### config.mk
export PLATFORM = sky130hd
export DESIGN_NAME = audiodac_dsmod
export DESIGN_NICKNAME = d
export VERILOG_FILES = /design/src/rtl/audiodac_pkg.sv /design/src/rtl/audiodac_sat_integ.sv /design/src/rtl/audiodac_dsmod.sv
export SDC_FILE = /design/constraint.sdc
export NUM_CORES = 1
export LEC_CHECK = 0
export BUFFER_PORTS_ARGS = -buffer_cell sky130_fd_sc_hd__buf_2
export CAP_MARGIN = 15
export CELL_PAD_IN_SITES_DETAIL_PLACEMENT = 1
export CELL_PAD_IN_SITES_GLOBAL_PLACEMENT = 1
export CORE_MARGIN = 10
export CORE_UTILIZATION = 39
export CTS_BUF_LIST = sky130_fd_sc_hd__clkbuf_8
export DETAILED_ROUTE_END_ITERATION = 10
export PLACE_DENSITY = 0.67
export SLEW_MARGIN = 30
export SYNTH_ARGS = -nofsm -noshare
export SYNTH_HDL_FRONTEND = slang
export SYNTH_HIERARCHICAL = 1
export SYNTH_SLANG_ARGS = --single-unit
export TNS_END_PERCENT = 20
### constraint.sdc
create_clock -name clk_i -period 4.5 [get_ports clk_i]
set_clock_uncertainty 0.05 [all_clocks]
set_input_delay 0.225 -clock clk_i [delete_from_list [all_inputs] [get_ports clk_i]]
set_output_delay 0.225 -clock clk_i [all_outputs]
set_load 0.01 [all_outputs]
### src/rtl/audiodac_pkg.sv
// Shared constants and types for the audio DAC sigma-delta path.
// Oversampling codes, loop widths and sample-format constants.
package audiodac_pkg;

  localparam int          ACC_W_DEF = 20;
  localparam int          FB_MAG    = 32768;
  localparam logic [15:0] XOR_MASK  = 16'h8000;

  typedef enum logic [1:0] {
    OSR_32  = 2'd0,
    OSR_64  = 2'd1,
    OSR_128 = 2'd2,
    OSR_256 = 2'd3
  } osr_e;

  typedef enum logic {
    MODE_1ST = 1'b0,
    MODE_2ND = 1'b1
  } mode_e;

  // Last counter value of a period, i.e. OSR-1.
  function automatic logic [7:0] osr_last(input logic [1:0] code);
    logic [7:0] r;
    case (osr_e'(code))
      OSR_32:  r = 8'd31;
      OSR_64:  r = 8'd63;
      OSR_128: r = 8'd127;
      OSR_256: r = 8'd255;
      default: r = 8'd31;
    endcase
    return r;
  endfunction

endpackage

### src/rtl/audiodac_sat_integ.sv
// Saturating two's-complement accumulator with async reset, sync clear and enable.
// nxt_o exposes the clamped next value so the quantizer can act on it in the same cycle.
module audiodac_sat_integ
  import audiodac_pkg::*;
#(
  parameter int ACC_W = ACC_W_DEF
) (
  input  logic                    clk_i,
  input  logic                    rst_n_i,
  input  logic                    clr_i,
  input  logic                    en_i,
  input  logic signed [ACC_W:0]   add_i,
  output logic signed [ACC_W-1:0] acc_o,
  output logic signed [ACC_W-1:0] nxt_o
);

  localparam logic signed [ACC_W+1:0] SAT_HI = {3'b000, {(ACC_W-1){1'b1}}};
  localparam logic signed [ACC_W+1:0] SAT_LO = {3'b111, {(ACC_W-1){1'b0}}};

  logic signed [ACC_W+1:0] sum;

  // Two guard bits so the clamp sees the true sum before truncation.
  always_comb begin
    sum = {{2{acc_o[ACC_W-1]}}, acc_o} + {add_i[ACC_W], add_i};
    if (sum > SAT_HI)      nxt_o = SAT_HI[ACC_W-1:0];
    else if (sum < SAT_LO) nxt_o = SAT_LO[ACC_W-1:0];
    else                   nxt_o = sum[ACC_W-1:0];
  end

  always_ff @(posedge clk_i or negedge rst_n_i) begin
    if (!rst_n_i)   acc_o <= '0;
    else if (clr_i) acc_o <= '0;
    else if (en_i)  acc_o <= nxt_o;
  end

endmodule

### src/rtl/audiodac_dsmod.sv
// 1st/2nd-order sigma-delta modulator: pulls one offset-binary sample per
// oversampling period, scales it, and emits a differential 1-bit stream.
module audiodac_dsmod
  import audiodac_pkg::*;
#(
  parameter int ACC_W = ACC_W_DEF
) (
  input  logic        clk_i,
  input  logic        rst_n_i,
  input  logic [15:0] data_i,
  output logic        data_rd_o,
  input  logic        mod_en_i,
  input  logic        mode_i,
  input  logic [1:0]  osr_i,
  input  logic [3:0]  volume_i,
  output logic        ds_o,
  output logic        ds_n_o
);

  localparam logic signed [ACC_W:0] FB_P = (ACC_W+1)'(FB_MAG);
  localparam logic signed [ACC_W:0] FB_N = -FB_P;

  logic [7:0]              cnt;
  logic [7:0]              cnt_last;
  logic signed [15:0]      x;
  logic signed [15:0]      x_d;
  logic                    ds;
  logic signed [ACC_W:0]   fb;
  logic signed [ACC_W:0]   add1;
  logic signed [ACC_W:0]   add2;
  logic signed [ACC_W-1:0] a1;
  logic signed [ACC_W-1:0] a2;
  logic signed [ACC_W-1:0] a1_nxt;
  logic signed [ACC_W-1:0] a2_nxt;
  logic                    second;

  // >= rather than == so a shrinking OSR cannot strand cnt above the wrap point.
  assign cnt_last  = osr_last(osr_i);
  assign data_rd_o = mod_en_i && (cnt >= cnt_last);
  assign second    = (mode_e'(mode_i) == MODE_2ND);

  always_ff @(posedge clk_i or negedge rst_n_i) begin
    if (!rst_n_i)       cnt <= '0;
    else if (!mod_en_i) cnt <= '0;
    else if (data_rd_o) cnt <= '0;
    else                cnt <= cnt + 8'd1;
  end

  assign x_d = $signed(data_i ^ XOR_MASK) >>> volume_i;

  always_ff @(posedge clk_i or negedge rst_n_i) begin
    if (!rst_n_i)       x <= '0;
    else if (data_rd_o) x <= x_d;
  end

  assign fb   = ds ? FB_P : FB_N;
  assign add1 = {{(ACC_W-15){x[15]}}, x} - fb;
  assign add2 = {a1[ACC_W-1], a1} - fb;

  audiodac_sat_integ #(.ACC_W(ACC_W)) u_a1 (
    .clk_i   (clk_i),
    .rst_n_i (rst_n_i),
    .clr_i   (!mod_en_i),
    .en_i    (mod_en_i),
    .add_i   (add1),
    .acc_o   (a1),
    .nxt_o   (a1_nxt)
  );

  // a2 is held at zero whenever the loop runs first-order.
  audiodac_sat_integ #(.ACC_W(ACC_W)) u_a2 (
    .clk_i   (clk_i),
    .rst_n_i (rst_n_i),
    .clr_i   (!mod_en_i || !second),
    .en_i    (mod_en_i),
    .add_i   (add2),
    .acc_o   (a2),
    .nxt_o   (a2_nxt)
  );

  // Idle toggling keeps the output stage at mid-scale while disabled.
  always_ff @(posedge clk_i or negedge rst_n_i) begin
    if (!rst_n_i)       ds <= 1'b0;
    else if (!mod_en_i) ds <= ~ds;
    else if (second)    ds <= ~a2_nxt[ACC_W-1];
    else                ds <= ~a1_nxt[ACC_W-1];
  end

  assign ds_o   = ds;
  assign ds_n_o = ~ds;

endmodule
==> impl_metrics.ini <==
[min_path]
hold_depth = 2
hp-class = input pin to flop
hold_path.startpoint = data_i[15]

[cts]
cts_tree = yes
clock_path_buffers = 2
h-tree-depth = 3
cts_setup_buffers = 0
clock_latency_ns = 0.37
cts.sinks = 65
cts_made_buffers = 9
clk_pin_slew_ns = 0.08
root_buffer = clkbuf_8

[critical_path]
timing.rr.start = ds_o$_DFF_PN0_
rr_worst_depth = 15
path_class = flop to flop
startpoint = ds_o$_DFF_PN0_
end_kind = flop
crit_path_start_kind = flop
cp.required_ns = 4.67
cp.arrival_ns = 4.26
crit_fanout = 9

[placed_design]
gp_congestion = 0.836
dpl_cell_area_mm2 = 0.00645
io_buffers = 28
pre_cts_ws_ns = 0.442
post-dp-hpwl_um = 13600

[timing]
clock.fmax_ghz = 0.245
fin_crit_ns = 4.09
tightest_slew_ns = 0.723
fin_tns_setup_ns = 0
slew_headroom = 0.518
rsz0062_at_grt = false
finalCritPeriodShare = 0.909
maxSlewViolCount = 0
hold_viol_final = 0
setup_viol = 0
setup_slack_ns = 0.411
hold_slack_ns = 0.129

[routing]
first_pass_iters = 4
avgRoutedWirePerCell_um = 19.0
drt-initial-drc-count = 284
ant_nets = 0
vias_per_cell = 5.84
drcViolationCount = 0
wl_um = 17700
num_vias = 5427

[finish]
nets = 790
drive_above_1_share = 0.164
area.growth.synth_to_final_pct = 7.69
n_fill_cell = 1840
antenna_cells = 0
fin_area_mm2 = 0.00668

[status]
status = completed

[global_routing]
grt_max_degree = 66
first_global_vias = 5778
grt.total_usage = 0.167
gr-total-overflow = 0
antenna_found_initial = 0
grt_pass1_wl_um = 29800

[floorplanning]
coreArea_mm2 = 0.0157
fp-row-count = 46
die_area_mm2 = 0.0213
io_pins = 29
start_util = 0.394
die_h_um = 146
chipWidth_um = 146

[synthesis]
postSynthAreaPerCell_um2 = 8.82
synthesis.nets = 784
syn_inst = 703
synth-warning-count = 6
synth_area_mm2 = 0.00620

[flow_run]
cap_viol_max_count = 0

[power_and_ir_drop]
p_total_uw = 4760
power.density_mw_per_mm2 = 714
p_leak_uw = 0.00314
vdd_ir_drop_max_uv = 269
[layout make-up]
cell class	count	area, um2	area share
clock buffers	11	151	0.0227
clock inverters	5	61.3	0.00918
inverters	35	131	0.0197
multi-input cells	563	4240	0.634
flip-flops and latches	65	1630	0.244
well taps	216	270	0.0405
repair buffers	35	199	0.0298
[state kept, by name (all words and copies together) (netlist names)]
name	flops
x	16
u_a1/acc_o	20
cnt	8
ds_o	1
u_a2/acc_o	20
[worst max-delay path, stage by stage, from the launching register on]
cell and delay, ns:
dfrtp_1 0.53, inv_1 0.13, fa_1 0.47, inv_1 0.07, a21o_1 0.11, a21oi_1 0.08
xnor2_1 0.13, ha_1 0.33, clkinv_1 0.23, nor2_1 0.23, a21oi_1 0.11, a21oi_1 0.23
nand3_1 0.15, a311oi_1 0.39, or2_0 0.62, a211oi_2 0.09
[final timing paths]
check,endpoint,slack (ns)
max in group asynchronous,u_a2/acc_o[2]$_DFFE_PN0P_,3.51
min in group asynchronous,x[14]$_DFFE_PN0P_,0.46
worst max-delay path,u_a2/acc_o[18]$_DFFE_PN0P_,0.41
worst min register to register,cnt[0]$_DFF_PN0_,0.43
worst min-delay path,x[15]$_DFFE_PN0P_,0.13
worst max register to register,u_a2/acc_o[18]$_DFFE_PN0P_,0.41
[metrics by stage]
stage | util | instances
final | 0.425 | 930
after global routing | 0.425 | 930
after CTS | 0.424 | 929
after detailed placement | 0.410 | 913
after global placement | 0.410 | 913
after floorplan | - | 703
[where the power goes]
part | leakage [uW] | switching, uW | internal, uW | total [uW]
Combinational | 0.00216 | 1980 | 1300 | 3290
Sequential | 0.000864 | 174 | 743 | 917
Clock | 0.000110 | 270 | 289 | 559
[per-layer routing]
layer / vias to the layer above / routed length, um / share of wire / global-route usage
li1: 2612 / - / - / -
met1: 2713 / 8290 / 0.47 / 0.213
met2: 79 / 8600 / 0.49 / 0.285
met3: 23 / 476 / 0.027 / 0.0328
met4: 0 / 298 / 0.017 / 0.0410
met5: - / 0 / 0 / 0
[cell usage in the layout, fill, tap and decap left out, types with 14 or more instances in the layout]
cell and count:
a21o_1 20, buf_2 28, inv_1 32, a21oi_1 53, xnor2_1 22, o21ai_0 15
dfrtp_1 65, xor2_1 14, a211oi_2 14, o21ai_1 19, nand3_1 18, ha_1 52
nor2_1 73, and3_1 16, nand2_1 61, o221a_2 22
[what timing repair did]
action                    4_1_cts  5_1_grt
hold buffers                    0        1
gates resized for setup         0        0
hold endpoints to repair        0       65
(Power assumes the default switching activity.)
